--- config.mk ---
export PLATFORM = sky130hd
export DESIGN_NAME = wave_seq_ctrl
export DESIGN_NICKNAME = d
export VERILOG_FILES = /design/src/rtl/wave_seq_pkg.sv /design/src/rtl/wave_seq_limiter.sv /design/src/rtl/wave_seq_ctrl.sv
export SDC_FILE = /design/constraint.sdc
export NUM_CORES = 1
export LEC_CHECK = 0
export CAP_MARGIN = 20
export CORE_MARGIN = 2
export CORE_UTILIZATION = 50
export CTS_CLUSTER_DIAMETER = 40
export DETAILED_ROUTE_END_ITERATION = 8
export PLACE_DENSITY = 0.75
export SLEW_MARGIN = 10
export SYNTH_ARGS = -nofsm -noshare
export SYNTH_HDL_FRONTEND = slang
export SYNTH_SLANG_ARGS = --single-unit
--- constraint.sdc ---
create_clock -name clk -period 6.75 [get_ports clk]
set_clock_uncertainty 0.2 [all_clocks]
set_input_delay 1.35 -clock clk [delete_from_list [all_inputs] [get_ports clk]]
set_output_delay 1.35 -clock clk [all_outputs]
set_load 0.01 [all_outputs]
--- src/rtl/wave_seq_pkg.sv ---
// -----------------------------------------------------------------------------
// wave_seq_pkg
// Shared definitions for the waveform sequencer slice.
//   - default widths for the DA sample, accumulator fraction, signed step and
//     segment sample count
//   - segment-word field offsets, as functions of the field widths so that a
//     re-parameterised instance stays consistent
//   - sequencer state encoding
// -----------------------------------------------------------------------------
package wave_seq_pkg;

  localparam int DA_W_DEF   = 10;
  localparam int FRAC_W_DEF = 6;
  localparam int STEP_W_DEF = 14;
  localparam int CNT_W_DEF  = 8;

  // Segment word layout, LSB first: samples | step | start
  localparam int CNT_LSB = 0;

  function automatic int step_lsb(input int cnt_w);
    return CNT_LSB + cnt_w;
  endfunction

  function automatic int start_lsb(input int cnt_w, input int step_w);
    return CNT_LSB + cnt_w + step_w;
  endfunction

  typedef enum logic {
    ST_IDLE = 1'b0,
    ST_RUN  = 1'b1
  } seq_state_e;

endpackage

--- src/rtl/wave_seq_limiter.sv ---
// -----------------------------------------------------------------------------
// wave_seq_limiter
// Purely combinational clamp stage.
//   step       in  signed step of the active segment
//   slope_max  in  magnitude limit for the step
//   level      in  integer part of the accumulator
//   vol_max    in  output ceiling
//   eff_step   out step after the slope clamp (sign preserved)
//   sample     out level after the volume clamp
//   slope_clip out step was clamped
//   vol_clip   out sample was clamped
// -----------------------------------------------------------------------------
module wave_seq_limiter
  import wave_seq_pkg::*;
#(
  parameter int DA_W   = DA_W_DEF,
  parameter int STEP_W = STEP_W_DEF
) (
  input  logic [STEP_W-1:0] step,
  input  logic [STEP_W-2:0] slope_max,
  input  logic [DA_W-1:0]   level,
  input  logic [DA_W-1:0]   vol_max,
  output logic [STEP_W-1:0] eff_step,
  output logic [DA_W-1:0]   sample,
  output logic              slope_clip,
  output logic              vol_clip
);

  logic              step_neg;
  logic [STEP_W:0]   step_mag;
  logic [STEP_W:0]   limit_ext;

  // The magnitude is one bit wider than the step so that the most negative
  // step value still yields its true positive magnitude.
  always_comb begin
    step_neg   = step[STEP_W-1];
    step_mag   = step_neg ? (~{1'b1, step} + 1'b1) : {1'b0, step};
    limit_ext  = {2'b00, slope_max};
    slope_clip = (step_mag > limit_ext);
    if (slope_clip) begin
      eff_step = step_neg ? (~{1'b0, slope_max} + 1'b1) : {1'b0, slope_max};
    end else begin
      eff_step = step;
    end
    vol_clip = (level > vol_max);
    sample   = vol_clip ? vol_max : level;
  end

endmodule

--- src/rtl/wave_seq_ctrl.sv ---
// -----------------------------------------------------------------------------
// wave_seq_ctrl
// Segment-based DA waveform sequencer with a one-deep word prefetch.
//   clk, rstn                 clock, asynchronous active-low reset
//   word_in/valid/ready       segment word handshake (samples|step|start)
//   data_req                  request for one DA sample
//   da_data, da_valid         registered sample and its strobe
//   vol_max, slope_max        output ceiling, step magnitude limit
//   abort, err_clr            synchronous flush, sticky-flag clear
//   seg_done, busy            segment retired pulse, active segment present
//   vol_err, slope_err,
//   underrun_err              sticky clamp / underrun flags
// -----------------------------------------------------------------------------
module wave_seq_ctrl
  import wave_seq_pkg::*;
#(
  parameter  int DA_W   = DA_W_DEF,
  parameter  int FRAC_W = FRAC_W_DEF,
  parameter  int STEP_W = STEP_W_DEF,
  parameter  int CNT_W  = CNT_W_DEF,
  localparam int WORD_W = DA_W + STEP_W + CNT_W
) (
  input  logic              clk,
  input  logic              rstn,
  input  logic [WORD_W-1:0] word_in,
  input  logic              word_valid,
  output logic              word_ready,
  input  logic              data_req,
  output logic [DA_W-1:0]   da_data,
  output logic              da_valid,
  input  logic [DA_W-1:0]   vol_max,
  input  logic [STEP_W-2:0] slope_max,
  input  logic              abort,
  input  logic              err_clr,
  output logic              seg_done,
  output logic              busy,
  output logic              vol_err,
  output logic              slope_err,
  output logic              underrun_err
);

  localparam int ACC_W     = DA_W + FRAC_W + 2;
  localparam int STEP_LSB  = step_lsb(CNT_W);
  localparam int START_LSB = start_lsb(CNT_W, STEP_W);

  seq_state_e        state_q, state_d;
  logic              pf_valid_q, pf_valid_d;
  logic [WORD_W-1:0] pf_word_q, pf_word_d;
  logic [STEP_W-1:0] act_step_q, act_step_d;
  logic [CNT_W-1:0]  cnt_q, cnt_d;
  logic [ACC_W-1:0]  acc_q, acc_d;
  logic [DA_W-1:0]   da_data_q, da_data_d;
  logic              da_valid_q, da_valid_d;
  logic              seg_done_q, seg_done_d;
  logic              vol_err_q, vol_err_d;
  logic              slope_err_q, slope_err_d;
  logic              underrun_err_q, underrun_err_d;
  logic              ready_en_q, ready_en_d;

  logic              run, accept, serve, finish, act_free, underrun;
  logic [STEP_W-1:0] lim_step;
  logic [DA_W-1:0]   lim_sample;
  logic              lim_slope_clip, lim_vol_clip;
  logic [ACC_W-1:0]  step_sx, acc_sum, acc_sat;
  logic [WORD_W-1:0] load_word;

  wave_seq_limiter #(
    .DA_W   (DA_W),
    .STEP_W (STEP_W)
  ) u_limiter (
    .step       (act_step_q),
    .slope_max  (slope_max),
    .level      (acc_q[DA_W+FRAC_W-1:FRAC_W]),
    .vol_max    (vol_max),
    .eff_step   (lim_step),
    .sample     (lim_sample),
    .slope_clip (lim_slope_clip),
    .vol_clip   (lim_vol_clip)
  );

  // ready_en keeps word_ready low during reset and raises it on the first edge after release.
  assign word_ready = ready_en_q && !pf_valid_q;
  assign run        = (state_q == ST_RUN);
  assign accept     = word_valid && word_ready && !abort;
  assign serve      = run && data_req && (cnt_q != '0) && !abort;
  // A zero-sample segment retires in its first active cycle; otherwise on its last served request.
  assign finish     = run && !abort && ((cnt_q == '0) || (serve && (cnt_q == CNT_W'(1))));
  assign act_free   = !run || finish;
  assign underrun   = !run && data_req && !abort;

  // Two's-complement add; the top two bits flag negative result or overflow.
  always_comb begin
    step_sx = {{(ACC_W-STEP_W){lim_step[STEP_W-1]}}, lim_step};
    acc_sum = acc_q + step_sx;
    if (acc_sum[ACC_W-1]) begin
      acc_sat = '0;
    end else if (acc_sum[ACC_W-2]) begin
      acc_sat = {2'b00, {(DA_W+FRAC_W){1'b1}}};
    end else begin
      acc_sat = acc_sum;
    end
  end

  // Next-state: serve first, then word movement, which overrides the
  // accumulator when a new segment takes over; abort overrides everything.
  always_comb begin
    state_d        = state_q;
    pf_valid_d     = pf_valid_q;
    pf_word_d      = pf_word_q;
    act_step_d     = act_step_q;
    cnt_d          = cnt_q;
    acc_d          = acc_q;
    da_data_d      = da_data_q;
    da_valid_d     = serve;
    seg_done_d     = finish;
    ready_en_d     = 1'b1;
    load_word      = '0;
    vol_err_d      = (vol_err_q      && !err_clr) || (serve && lim_vol_clip);
    slope_err_d    = (slope_err_q    && !err_clr) || (serve && lim_slope_clip);
    underrun_err_d = (underrun_err_q && !err_clr) || underrun;

    if (serve) begin
      da_data_d = lim_sample;
      acc_d     = acc_sat;
      cnt_d     = cnt_q - CNT_W'(1);
    end

    if (abort) begin
      state_d    = ST_IDLE;
      pf_valid_d = 1'b0;
      da_valid_d = 1'b0;
      seg_done_d = 1'b0;
    end else if (act_free && (pf_valid_q || accept)) begin
      load_word  = pf_valid_q ? pf_word_q : word_in;
      state_d    = ST_RUN;
      pf_valid_d = 1'b0;
      act_step_d = load_word[STEP_LSB +: STEP_W];
      cnt_d      = load_word[CNT_LSB +: CNT_W];
      acc_d      = {2'b00, load_word[START_LSB +: DA_W], {FRAC_W{1'b0}}};
    end else if (act_free) begin
      state_d = ST_IDLE;
    end else if (accept) begin
      pf_word_d  = word_in;
      pf_valid_d = 1'b1;
    end
  end

  always_ff @(posedge clk or negedge rstn) begin
    if (!rstn) begin
      state_q        <= ST_IDLE;
      pf_valid_q     <= 1'b0;
      pf_word_q      <= '0;
      act_step_q     <= '0;
      cnt_q          <= '0;
      acc_q          <= '0;
      da_data_q      <= '0;
      da_valid_q     <= 1'b0;
      seg_done_q     <= 1'b0;
      vol_err_q      <= 1'b0;
      slope_err_q    <= 1'b0;
      underrun_err_q <= 1'b0;
      ready_en_q     <= 1'b0;
    end else begin
      state_q        <= state_d;
      pf_valid_q     <= pf_valid_d;
      pf_word_q      <= pf_word_d;
      act_step_q     <= act_step_d;
      cnt_q          <= cnt_d;
      acc_q          <= acc_d;
      da_data_q      <= da_data_d;
      da_valid_q     <= da_valid_d;
      seg_done_q     <= seg_done_d;
      vol_err_q      <= vol_err_d;
      slope_err_q    <= slope_err_d;
      underrun_err_q <= underrun_err_d;
      ready_en_q     <= ready_en_d;
    end
  end

  assign da_data      = da_data_q;
  assign da_valid     = da_valid_q;
  assign seg_done     = seg_done_q;
  assign busy         = run;
  assign vol_err      = vol_err_q;
  assign slope_err    = slope_err_q;
  assign underrun_err = underrun_err_q;

endmodule

==> results_dict.tcl <==
set metrics [dict create \
    status "complete, no violations" \
    dieArea_um2 13200 \
    yosysSeqAreaShare_pct 36.5 \
    period_share_pct 91.2 \
    yosys-top-cells-count "dfrtp_1, o21ai_0, nand2_1" \
    cp-start-kind "flop" \
    max_freq_mhz 162 \
    clock_sinks 90 \
    wl_per_cell_um 16.2 \
    cts_tree "built" \
    ys.flop_type "dfrtp_1" \
    num_vias 5077 \
    ir_drop_mv 0.203 \
    synthMuxAreaShare_pct 12.6 \
    grt_pass1_wl_mm 23.7 \
    maxCapViolCount 0 \
    dr.first_iter.drc_count 345 \
    core-area_um2 12000 \
    fillers 1014 \
    placed_area_um2 7050 \
    die_w_um 115 \
    synthesis.nets 766 \
    drive_gt1_share_pct 11.6 \
    rows 40 \
    p_int_mw 1.69 \
    min_path_cells 2 \
    cts_buffers 9 \
    port_buffers 77 \
    end_kind "flop" \
    yosys.area_share.simple_pct 15.1 \
    cts.hold.buffers_added 0 \
    synthArstFlopShare_pct 100 \
    tns_ns 0 \
    r2r_start "act_step_q[2]" \
    path_clk_slew_ns 0.06 \
    synth.distinct_cells 52 \
    drtPass1Iterations 5 \
    synth-edff-count 0 \
    cts_setup_buffers 0 \
    power_mw 2.83 \
    switching_power_mw 1.14 \
    die_h_um 115 \
    crit_fanout 23 \
    netlist_instances 659 \
    synthXorXnorAreaFrac_pct 5.78 \
    power_leakage_nw 3.21 \
    synth_top_family_by_area "compound AO/OA/AOI/OAI gates" \
    finalSetupViolCount 0 \
    place_ws_ns 0.410 \
    p_per_area_nw_per_um2 383 \
    final_hold_viol_count 0 \
    power_frac_clock_pct 19.4 \
    synth.top_cells.by_area "dfrtp_1, ha_1, mux2_2" \
    drt_wl_total_mm 14.2 \
    r2r_cells 23 \
    drc 0 \
    path_class "reg -> reg" \
    crit_start "act_step_q[2]" \
    clk_path_buf_depth 2 \
    worstSkewPairLatency_ns 0.34 \
    stdcell_area_um2 7400 \
    cp_data_arrival_time_ns 6.18 \
    synth_top_area_share_pct 36.5 \
    dp_hpwl_mm 10.8 \
    initial_core_util_pct 51.3 \
    seq_power_share_pct 29.9 \
    synth_compound_area_share_pct 16.1 \
    slew_headroom_pct 41.9 \
    grt_usage_pct 22.6 \
    tightest_slew_ns 0.872 \
    antenna_left 0 \
    drv_slew 0 \
    grt_antenna_before_repair 0 \
    worstPathRequired_ns 6.77 \
    syn_avg_cell_area_um2 9.35 \
    num-nets-final 833 \
    combPwrFrac_pct 50.7 \
    viasPerCell 5.78 \
    yosysWarnings 0 \
    synthAdderAreaFrac_pct 9.46 \
    dp.cells 861 \
    syn-cell-area_um2 6160 \
    synthToLayoutAreaGrowth_pct 20.0 \
    diodes 0 \
    yosysMostFrequentCell "dfrtp_1" \
    holdCritStartpoint "da_data[4]" \
    gp_routability_congestion 0.931 \
    cts_max_level 3 \
    switching_share_pct 40.2 \
    rsz0062_at_grt "false" \
    cts_root_buf "clkbuf_16" \
    synth_top_area_cell "dfrtp_1" \
    stdcell_count 878 \
    period_minus_slack_ns 6.16 \
    ios 78 \
    synth-seq-cells 90 \
    fin_ws_ns 0.595 \
    hp-class "reg -> reg" \
    post_cts_resized 0 \
    grt_max_degree 70 \
    grt_pass1_vias 4904 \
    gr-total-overflow 0 \
]
[cells by family after synthesis]
family,Yosys count
fa+ha+maj,46
xor+xnor,39
compound gates,156
buf+inv,68
mux,72
other cells,1
simple gates,187
flops,90
[final cells by class]
type                       instances  area (um^2)  share of cell area [%]
multi-input combinational        501         3650                    49.3
sequential                        90         2250                    30.4
timing repair buffer              85          841                    11.4
clock buffer                      10          239                    3.23
tap                              147          184                    2.49
inverter                          39          146                    1.98
clock inverter                     6         88.8                    1.20
[state kept, by name (all words and copies together) (netlist names)]
| signal | flops |
|---|---|
| acc_q | 18 |
| act_step_q | 14 |
| busy | 1 |
| cnt_q | 8 |
| da_data | 10 |
| da_valid | 1 |
| pf_valid_q | 1 |
| pf_word_q | 32 |
| ready_en_q | 1 |
| seg_done | 1 |
| slope_err | 1 |
| underrun_err | 1 |
| vol_err | 1 |
[worst paths after layout]
kind / endpoint / slack (ns)
max: acc_q[7] / 0.59
max reg2reg: acc_q[7] / 0.59
min reg2reg: da_data[4] / 0.28
max in group asynchronous: pf_word_q[15] / 4.51
min in group asynchronous: da_data[6] / 0.69
min: da_data[4] / 0.28
[power by group through the flow]
stage          logic, mW  registers (mW)  clock network [mW]
3_3_place_gp        1.39           0.844                   0
4_1_cts             1.43           0.844               0.563
6_report            1.44           0.846               0.549
5_1_grt             1.61           0.867               0.582
3_5_place_dp        1.42           0.853                   0
2_1_floorplan       1.06           0.813                   0
[layout by cell type (no fill, tap or decap), drive strengths merged, types with 2 or more instances in the layout]
cell type / synthesis / layout
a21oi: 30 / 30
a2111oi: 2 / 2
nand2: 61 / 61
a31oi: 2 / 2
nand4: 7 / 7
o21ai: 63 / 63
o31ai: 13 / 13
nand3: 34 / 34
xor2: 6 / 6
nand2b: 8 / 8
nor2b: 13 / 13
a2111o: 2 / 2
mux2i: 28 / 28
or3: 9 / 9
a211oi: 9 / 9
mux2: 44 / 44
ha: 45 / 45
o211ai: 6 / 6
inv: 39 / 40
bufinv: 0 / 2
clkbuf: 23 / 10
and3: 5 / 5
xnor2: 32 / 32
clkinvlp: 0 / 2
nor4: 7 / 7
nor3: 7 / 7
buf: 6 / 9
nand3b: 3 / 3
o21a: 5 / 5
or4: 2 / 2
nor2: 26 / 26
or2: 4 / 4
o21bai: 2 / 2
o41ai: 2 / 2
dfrtp: 90 / 90
o311ai: 10 / 10
clkdlybuf4s50: 0 / 76
o22ai: 3 / 3
a21o: 3 / 3
[worst max-delay path: stages (launching register included)]
cell	delay, ns
dfrtp_1	0.44
or3_4	0.43
or3b_4	0.44
o31ai_1	0.25
xnor2_1	0.11
ha_1	0.31
o21ai_0	0.07
o21ai_0	0.16
o211ai_1	0.15
a21oi_1	0.16
a21oi_1	0.08
buf_4	0.26
o21ai_0	0.18
ha_1	0.23
inv_1	0.08
fa_1	0.40
nor2b_1	0.19
o31ai_1	0.16
a2111o_1	0.46
a2111o_1	0.39
o211ai_1	0.26
buf_4	0.27
nor2_1	0.06
o311ai_0	0.29
[layer usage]
| layer | routed length (um) | part of all wire (%) | vias up | track usage (%) |
|---|---|---|---|---|
| li1 | - | - | 2535 | - |
| met1 | 6130 | 43 | 2405 | 29.2 |
| met2 | 7280 | 51 | 118 | 39.3 |
| met3 | 589 | 4.1 | 19 | 3.74 |
| met4 | 217 | 1.5 | 0 | 6.27 |
| met5 | 0 | 0 | - | 0 |
[metrics by stage]
| stage | utilization (%) | hold slack, ns |
|---|---|---|
| 2_1_floorplan | - | 0.275 |
| 3_3_place_gp | 58.7 | 0.261 |
| 3_5_place_dp | 58.7 | 0.270 |
| 4_1_cts | 61.4 | 0.285 |
| 5_1_grt | 61.6 | 0.308 |
| 6_report | 61.6 | 0.279 |
(Power assumes the default switching activity.)
